<file path="src/rtl/conv0_column_sequencer.sv">
// Layer-0 convolution column sequencer: issues one conv_start per output column, captures
// the finished kernel columns and drains them to pooling as a valid/ready word stream.
module conv0_column_sequencer #(
    parameter int DATA_WIDTH  = 16,
    parameter int NUM_KERNELS = 4,
    parameter int COL_LEN     = 24,
    parameter int NUM_COLS    = 24,
    localparam int KW = (NUM_KERNELS > 1) ? $clog2(NUM_KERNELS) : 1,
    localparam int RW = (COL_LEN > 1) ? $clog2(COL_LEN) : 1,
    localparam int CW = (NUM_COLS > 1) ? $clog2(NUM_COLS) : 1
) (
    input  logic                  clk,
    input  logic                  rst,
    input  logic                  frame_start,
    output logic                  conv_start,
    input  logic                  conv_done,
    input  logic [DATA_WIDTH-1:0] col_in [0:NUM_KERNELS*COL_LEN-1],
    output logic                  m_valid,
    input  logic                  m_ready,
    output logic [DATA_WIDTH-1:0] m_data,
    output logic [KW-1:0]         m_kernel,
    output logic [RW-1:0]         m_row,
    output logic [CW-1:0]         m_col,
    output logic                  m_last,
    output logic                  busy,
    output logic                  frame_done,
    output logic [2:0]            state_dbg
);

    localparam int BUF_WORDS = NUM_KERNELS * COL_LEN;
    localparam int IW = (BUF_WORDS > 1) ? $clog2(BUF_WORDS) : 1;
    localparam logic [KW-1:0] K_MAX = KW'(NUM_KERNELS - 1);
    localparam logic [RW-1:0] R_MAX = RW'(COL_LEN - 1);
    localparam logic [CW-1:0] C_MAX = CW'(NUM_COLS - 1);

    typedef enum logic [2:0] {
        S_IDLE    = 3'd0,
        S_ISSUE   = 3'd1,
        S_WAIT    = 3'd2,
        S_CAPTURE = 3'd3,
        S_DRAIN   = 3'd4,
        S_FIN     = 3'd5
    } state_t;

    state_t                state;
    logic                  conv_done_q;
    logic                  pending;
    logic [CW-1:0]         issue_col;
    logic [IW-1:0]         rd_idx;
    logic [DATA_WIDTH-1:0] cap_buf [0:BUF_WORDS-1];

    logic done_evt;
    logic more_cols;
    logic col_end;

    // Stream handshake: a word moves on a cycle where m_valid && m_ready at the rising edge;
    // while m_valid is high and m_ready low every m_* output holds its value.
    assign done_evt  = conv_done & ~conv_done_q;
    assign more_cols = (issue_col < C_MAX);
    assign col_end   = (m_kernel == K_MAX) && (m_row == R_MAX);
    assign m_data    = cap_buf[rd_idx];
    assign m_last    = m_valid && col_end && (m_col == C_MAX);
    assign state_dbg = state;

    always_ff @(posedge clk or negedge rst) begin
        if (!rst) begin
            state       <= S_IDLE;
            conv_done_q <= 1'b0;
            conv_start  <= 1'b0;
            pending     <= 1'b0;
            issue_col   <= '0;
            rd_idx      <= '0;
            m_valid     <= 1'b0;
            m_kernel    <= '0;
            m_row       <= '0;
            m_col       <= '0;
            busy        <= 1'b0;
            frame_done  <= 1'b0;
            for (int i = 0; i < BUF_WORDS; i++) cap_buf[i] <= '0;
        end else begin
            conv_done_q <= conv_done;
            conv_start  <= 1'b0;
            frame_done  <= 1'b0;
            case (state)
                S_IDLE: begin
                    if (frame_start) begin
                        state      <= S_ISSUE;
                        conv_start <= 1'b1;
                        busy       <= 1'b1;
                        issue_col  <= '0;
                        m_col      <= '0;
                        pending    <= 1'b0;
                    end
                end
                S_ISSUE: state <= S_WAIT;
                S_WAIT: begin
                    // conv_start rides on the CAPTURE cycle so the next column overlaps the drain
                    if (done_evt) begin
                        state      <= S_CAPTURE;
                        conv_start <= more_cols;
                    end
                end
                S_CAPTURE: begin
                    for (int i = 0; i < BUF_WORDS; i++) cap_buf[i] <= col_in[i];
                    m_col    <= issue_col;
                    if (more_cols) issue_col <= issue_col + 1'b1;
                    m_valid  <= 1'b1;
                    m_kernel <= '0;
                    m_row    <= '0;
                    rd_idx   <= '0;
                    state    <= S_DRAIN;
                end
                S_DRAIN: begin
                    if (done_evt) pending <= 1'b1;
                    if (m_valid && m_ready) begin
                        if (col_end) begin
                            m_valid  <= 1'b0;
                            m_kernel <= '0;
                            m_row    <= '0;
                            rd_idx   <= '0;
                            if (m_col == C_MAX) begin
                                state      <= S_FIN;
                                frame_done <= 1'b1;
                            end else if (pending || done_evt) begin
                                state      <= S_CAPTURE;
                                pending    <= 1'b0;
                                conv_start <= more_cols;
                            end else begin
                                state <= S_WAIT;
                            end
                        end else begin
                            rd_idx <= rd_idx + 1'b1;
                            if (m_row == R_MAX) begin
                                m_row    <= '0;
                                m_kernel <= m_kernel + 1'b1;
                            end else begin
                                m_row <= m_row + 1'b1;
                            end
                        end
                    end
                end
                S_FIN: begin
                    busy  <= 1'b0;
                    state <= S_IDLE;
                end
                default: state <= S_IDLE;
            endcase
        end
    end

endmodule

</file>
<file path="config.mk">
export PLATFORM = sky130hd
export DESIGN_NAME = conv0_column_sequencer
export DESIGN_NICKNAME = d
export VERILOG_FILES = /design/src/rtl/conv0_column_sequencer.sv
export SDC_FILE = /design/constraint.sdc
export NUM_CORES = 2
export LEC_CHECK = 0
export CORE_AREA = 3 3 608 610
export DETAILED_ROUTE_END_ITERATION = 16
export DIE_AREA = 0 0 611 613
export PLACE_DENSITY = 0.48
export SYNTH_ARGS = -nofsm -noshare
export SYNTH_HDL_FRONTEND = slang
export SYNTH_SLANG_ARGS = --single-unit
export TNS_END_PERCENT = 20
</file>
<file path="constraint.sdc">
create_clock -name clk -period 2.75 [get_ports clk]
set_clock_uncertainty 0.1 [all_clocks]
set_input_delay 0.825 -clock clk [delete_from_list [all_inputs] [get_ports clk]]
set_output_delay 0.825 -clock clk [all_outputs]
set_load 0.03 [all_outputs]
</file>
======== After elaboration in Yosys (flattened, before gate mapping) ========
Cells that the tools add are included.
cells by class
  add/sub/neg operators ................... 4
  $lt $le $gt $ge ......................... 2
  eq/ne operators ......................... 14
  mux-type cells .......................... 48
  bitwise operators ....................... 3
  reduce and logical (&&, ||, !) cells .... 18
operators by type and width
  operator               number
  $bmux W16 S7           1
  $mux W16               2
  $pmux W5 S2            3
  $mux W5                5
  $mux W1                20
  $mux W3                5
  $pmux W3 S5            1
  $mux W7                2
  $pmux W7 S2            1
  $add A5 B1 Y5 const B  2
  $eq A5 B5 Y1 const B   2
  $ne A2 B2 Y1 const B   5
  $reduce_and A3 Y1      3
  $ge A8 B8 Y1 const B   1
  $not A7 Y8             1
  $reduce_and A2 Y1      4
  $reduce_bool A2 Y1     4
  $add A7 B1 Y7 const B  1
  $eq A3 B2 Y1 const B   2
  $eq A3 B3 Y1 const B   2
  $mux W2                3
  $pmux W1 S2            3
  $lt A5 B5 Y1 const B   1
  $logic_and A1 B1 Y1    4
  other kinds (11)       11
storage, ports and cells
  register bits ........................... 1569
  bits of input ports ..................... 1541
  output and inout bits ................... 36

======== Logic depth before layout (Yosys ltp) ========
  depth in word-level cells ............... 8
  gate-level depth with buffers ........... 10
  gate-level depth less buffers ........... 6

======== Worst setup path after synthesis ========
No wires, ideal clock.
  kind .................................... register to output
  start ................................... reg rd_idx[0]
  end ..................................... out m_data[11]
  arrival ................................. 2.388 ns
  required time ........................... 1.825 ns
  slack ................................... -0.563 ns
  cell stages (with the launch flop) ...... 10
  path buffers ............................ 5
  path through ............................ dfrtp_1 buf_2 buf_6 buf_6 buf_4 buf_4 mux2i_1 o221ai_1 a221oi_1 o311ai_1
between the ends
  longest elaborated chain between the ends .. 4
RTL lines
  what                                         RTL line  source
  from (decl)                                  49        logic [IW-1:0] rd_idx;
  from (signal assigned)                       132       rd_idx <= rd_idx + 1'b1;
  $not A7 Y8 (implied by the code)             61        assign m_data = cap_buf[rd_idx];
  $bmux W16 S7                                 61
  $mux W16 (implied by the code) (2 in a row)  61
  to (decl)                                    20        output logic [DATA_WIDTH-1:0] m_data,
Every way passes these cells. The select of a mux whose other input is x is not followed.

======== Worst setup path after layout ========
  start ................................... reg rd_idx[0]
  end ..................................... out m_data[7]
The elaborated chain is that of the path after synthesis.

==> results.txt <==
Of the total synthesized cell area, the portion taken by AND, OR, NAND and NOR gates is 0.258. The most critical setup path has its endpoint at m_data[7]. The switching component of the power is 42.2 mW.

IR analysis of the VDD net gives a maximum drop of 550 uV. The leakage power total is 50.0 nW. The total clock buffers created by CTS came out at 190.

The first-pass iteration count of the detailed router is 8. The number of sinks on the clock net came out at 1569. STA puts the critical path data required time at 1830 ps. The post-synthesis compound-gate area fraction came out at 0.0331. The number of levels in the clock H-tree came out at 4.

The starting utilization of the core area came out at 0.196. The slack of the worst reg-to-reg path came out at 280 ps. The share of synthesized area in the top cell type comes to 0.548. The number of DRC markers after the initial detailed-route iteration came out at 5873.

The routability-driven placement congestion ratio came out at 0.919. The pin count of the biggest net entering global routing came out at 101. For this run, design rule violations remaining after detail routing come to 0. Dividing the detail-routed wire length by the instance count gives 28.2 um. Yosys printed 0 warnings.

At the pin with the least slew margin, the transition time is 926 ps. The final route contains 64900 vias. The most used flip-flop cell after synthesis is sky130_fd_sc_hd__dfrtp_1.

The total track usage came out at 0.217. Pin placement for this block handled 1577 I/O pins. The run finished, with violations left. The switching share of power came out at 0.382. The height of the die is 613 um. The worst hold margin came out at 341 ps. The routed wire length is 419000 um. The setup TNS came out at -33250 ps. The xor and xnor fraction of the mapped netlist area is 0.000367. For this run, the post-layout net count is 11400. The number of standard cells in the final layout excluding fillers is 14900. The number of different library cells used by synthesis comes to 71. The arrival time of the worst setup path came out at 4180 ps. The final setup slack of the worst path is -2350 ps.

Once placement finished, the instance area stood at 98700 um^2. Setup repair after global routing could not meet its margin everywhere. For the worst flop-to-flop path, the logic depth is 5.

The half-perimeter wire length after detailed placement came out at 343000 um. The part of the cycle the worst path needs is 1.86. The critical path launch point is rd_idx[0]$_DFFE_PN0P_. The number of buffer cells added on primary ports came out at 1576. The number of antenna violations at the first check in global routing is 213. The share of total power dissipated in the clock network is 0.248. Of all cell types, the one taking the most synthesized area is sky130_fd_sc_hd__dfrtp_1.

The clock-pin slew on the worst setup and hold paths came out at 80 ps. In this run the power density over the cells is 1030 nW/um^2. In this run the deepest clock path goes through 4 buffers. STA classifies the critical path startpoint as a register. The cell sitting at the root of the clock tree is a sky130_fd_sc_hd__clkbuf_16. The setup slack at placement came out at -2020 ps.

The summed area of non-filler cells in the final layout is 107000 um^2. The wire length on met2 is 205000 um. The portion of synthesized area spent on multiplexers is 0.127. Sorting the synthesized cells by area gives the leading types as sky130_fd_sc_hd__dfrtp_1 55%, sky130_fd_sc_hd__nand2_1 25%, sky130_fd_sc_hd__mux4_2 9.2%. The average size of a mapped cell came out at 9.18 um^2. Total power for the finished layout comes to 111 mW. The fraction of registers with async set or reset after synthesis came out at 1.00.

The final hold violation count came out at 0. In the routed layout, each cell is associated on average with a via count of 4.36. The tightest slew margin relative to the limit is 0.379.

The classification of the worst-slack hold path is in -> reg. The detail route stage leaves a number of antenna-violating nets equal to 0. The fraction of layout cells with a size suffix above 1 came out at 0.157. The placed cell count is 14400. The internal power contribution is 68.4 mW. From synthesis to final layout, the design area changed by 50.0%. The number of enable-type register cells in the synthesized netlist is 0. By startpoint and endpoint, the worst setup path is classified as reg -> out.

The clock period minus worst slack came out at 5100 ps. The total of flip-flops plus latches after synthesis is 1569. The highest layer touched by signal routing is met5.

The final standard cell utilization of the core came out at 0.294. The number of slew-limit violations in the final report is 0. The residual overflow from global routing came out at 0. Setup violations remaining at the end of the flow were counted as 17. Of the total synthesized cell area, the portion taken by full adders, half adders and majority gates is 0.000699. The placeable core region came out at 365000 um^2.

The row count came out at 222. The count of mapped cells out of synthesis is 7803. The checks that failed: negative setup slack. The die covers 375000 um^2. The part of the Yosys area used for sequential elements is 0.548. Of the total power, registers draw 0.386. The number of nets in the synthesized netlist is 9348. The worst register-to-register path ends at rd_idx[6]$_DFFE_PN0P_. The TritonCTS clock tree is yes. The combinational fraction of design power came out at 0.366. The number of global-route vias before repair is 66900. Static timing analysis puts the maximum clock frequency at 196 MHz. The max capacitance violation total is 0.

The worst register-to-register path begins at m_row[1]$_DFFE_PN0P_. Detailed routing placed a total of 27800 um of wire on met3. Along the worst path, the maximum fanout reaches 6. By area, the combinational part of the netlist is dominated by simple AND/OR/NAND/NOR gates. The nature of the critical path endpoint is an output pin. The clock reaches the later pin of the worst-skew pair after 920 ps. The horizontal die dimension came out at 611 um. The wire length of the first global-routing pass is 560000 um. The met1 routed wirelength after detailed routing is 167000 um. The netlist area before placement came out at 71600 um^2.
[cell type report]
type | instances | area [um^2]
fill | 38800 | 258000
sequential | 1569 | 39300
multi-input combinational | 5724 | 31100
timing repair buffer | 2314 | 24000
tap | 4816 | 6030
clock buffer | 262 | 5450
clock inverter | 80 | 1240
antenna | 107 | 268
inverter | 8 | 41.3
[routing by layer]
layer	track usage	vias to the layer above
met1	0.260	32500
met2	0.365	2268
met3	0.0522	665
met5	0	-
li1	-	29300
met4	0.0973	110
[synth_stat cells, types with 4 or more instances]
cell type	instances
sky130_fd_sc_hd__a2111oi_0	8
sky130_fd_sc_hd__a211o_1	17
sky130_fd_sc_hd__a211oi_1	13
sky130_fd_sc_hd__a21o_1	5
sky130_fd_sc_hd__a21oi_1	48
sky130_fd_sc_hd__a221oi_1	32
sky130_fd_sc_hd__a22o_1	5
sky130_fd_sc_hd__a22oi_1	37
sky130_fd_sc_hd__a31oi_1	4
sky130_fd_sc_hd__a32o_1	7
sky130_fd_sc_hd__a32oi_1	5
sky130_fd_sc_hd__and2_0	4
sky130_fd_sc_hd__and2_1	5
sky130_fd_sc_hd__and3b_1	4
sky130_fd_sc_hd__buf_1	31
sky130_fd_sc_hd__buf_2	58
sky130_fd_sc_hd__buf_4	34
sky130_fd_sc_hd__buf_6	27
sky130_fd_sc_hd__clkbuf_1	352
sky130_fd_sc_hd__dfrtp_1	1569
sky130_fd_sc_hd__ha_1	4
sky130_fd_sc_hd__inv_1	6
sky130_fd_sc_hd__mux2_1	5
sky130_fd_sc_hd__mux2_2	52
sky130_fd_sc_hd__mux2i_1	184
sky130_fd_sc_hd__mux4_2	293
sky130_fd_sc_hd__nand2_1	4731
sky130_fd_sc_hd__nand3_1	16
sky130_fd_sc_hd__nand3b_1	7
sky130_fd_sc_hd__nand4_1	9
sky130_fd_sc_hd__nor2_1	45
sky130_fd_sc_hd__nor2b_1	6
sky130_fd_sc_hd__nor3b_1	5
sky130_fd_sc_hd__o2111ai_1	6
sky130_fd_sc_hd__o211ai_1	19
sky130_fd_sc_hd__o21ai_0	28
sky130_fd_sc_hd__o221ai_1	30
sky130_fd_sc_hd__o22ai_1	29
sky130_fd_sc_hd__o31ai_1	8
sky130_fd_sc_hd__or3_1	7
[registers in the layout, indices dropped and copies added, names as in the netlist]
signal and cells:
pending 1, m_row 5, cap_buf 1536, m_kernel 2
state_dbg 3, rd_idx 7, conv_start 1, conv_done_q 1
m_valid 1, issue_col 5, frame_done 1, busy 1
m_col 5
[timing repair]
| action | in CTS | in global routing |
|---|---|---|
| gates cloned | 5 | 1 |
| endpoints found under the setup margin | 35 | 17 |
| resized for setup | 181 | 70 |
| setup buffers | 30 | 20 |
| pin swaps | 30 | 20 |
| hold buffers | 1 | 0 |
| hold endpoints to repair | 17 | 0 |
[kinds of logic after synthesis]
logic type	after synthesis
AO/OA/AOI/OAI	322
XOR/XNOR	3
adder cells (fa/ha/maj)	4
buffers and inverters	510
flip-flops	1569
multiplexers	534
AND/OR/NAND/NOR	4861
[critical path, cell delays in order (launching register included)]
cell and delay, ps:
sky130_fd_sc_hd__dfrtp_4 510, sky130_fd_sc_hd__buf_12 160, sky130_fd_sc_hd__buf_16 150, sky130_fd_sc_hd__buf_12 130
sky130_fd_sc_hd__mux4_2 520, sky130_fd_sc_hd__mux4_2 580, sky130_fd_sc_hd__a22oi_2 420, sky130_fd_sc_hd__buf_4 200
sky130_fd_sc_hd__o211ai_1 300, sky130_fd_sc_hd__clkbuf_16 300
[layout by cell type (no fill, tap or decap), types with 8 or more instances in the layout]
master	netlist	final
sky130_fd_sc_hd__nand2_1	4731	4728
sky130_fd_sc_hd__dfrtp_1	1569	1562
sky130_fd_sc_hd__clkdlybuf4s50_1	0	1539
sky130_fd_sc_hd__buf_4	34	530
sky130_fd_sc_hd__mux4_2	293	293
sky130_fd_sc_hd__clkbuf_16	0	194
sky130_fd_sc_hd__buf_12	0	176
sky130_fd_sc_hd__mux2i_1	184	173
sky130_fd_sc_hd__diode_2	0	107
sky130_fd_sc_hd__mux2_2	52	47
sky130_fd_sc_hd__a21oi_1	48	42
sky130_fd_sc_hd__clkbuf_8	0	38
sky130_fd_sc_hd__nor2_1	45	35
sky130_fd_sc_hd__clkbuf_1	352	32
sky130_fd_sc_hd__clkinv_2	0	29
sky130_fd_sc_hd__o21ai_0	28	28
sky130_fd_sc_hd__o22ai_1	29	27
sky130_fd_sc_hd__a22oi_1	37	26
sky130_fd_sc_hd__buf_6	27	26
sky130_fd_sc_hd__bufinv_16	0	25
sky130_fd_sc_hd__o221ai_1	30	20
sky130_fd_sc_hd__o211ai_1	19	19
sky130_fd_sc_hd__a221oi_1	32	17
sky130_fd_sc_hd__dlygate4sd2_1	0	16
sky130_fd_sc_hd__buf_16	0	14
sky130_fd_sc_hd__a22oi_2	0	11
sky130_fd_sc_hd__nand3_1	16	11
sky130_fd_sc_hd__a211o_1	17	11
sky130_fd_sc_hd__a221oi_4	0	9
sky130_fd_sc_hd__nand4_1	9	9
sky130_fd_sc_hd__mux2i_2	0	9
sky130_fd_sc_hd__o221ai_2	0	9
sky130_fd_sc_hd__a221oi_2	2	8
[power groups by stage]
stage / logic (mW) / clock network [mW] / registers (mW)
2_1_floorplan: 21.9 / 0 / 38.5
3_3_place_gp: 39.1 / 0 / 43.2
3_5_place_dp: 39.7 / 0 / 42.8
4_1_cts: 41.0 / 28.1 / 42.6
5_1_grt: 44.7 / 28.9 / 43.7
6_report: 40.5 / 27.4 / 42.7
[worst min path at each step]
stage / from / endpoint / slack [ps] / depth (start not counted)
after floorplan: cap_buf[1077]$_DFFE_PN0P_ / cap_buf[1077]$_DFFE_PN0P_ / 340 / 2
after global placement: cap_buf[1237]$_DFFE_PN0P_ / cap_buf[1237]$_DFFE_PN0P_ / 350 / 2
after detailed placement: cap_buf[799]$_DFFE_PN0P_ / cap_buf[799]$_DFFE_PN0P_ / 360 / 2
after CTS: col_in[1309] / cap_buf[1309]$_DFFE_PN0P_ / 230 / 3
after global routing: col_in[1309] / cap_buf[1309]$_DFFE_PN0P_ / 300 / 3
final: col_in[1309] / cap_buf[1309]$_DFFE_PN0P_ / 340 / 3
No activity file was read; power rests on OpenSTA's default activity.
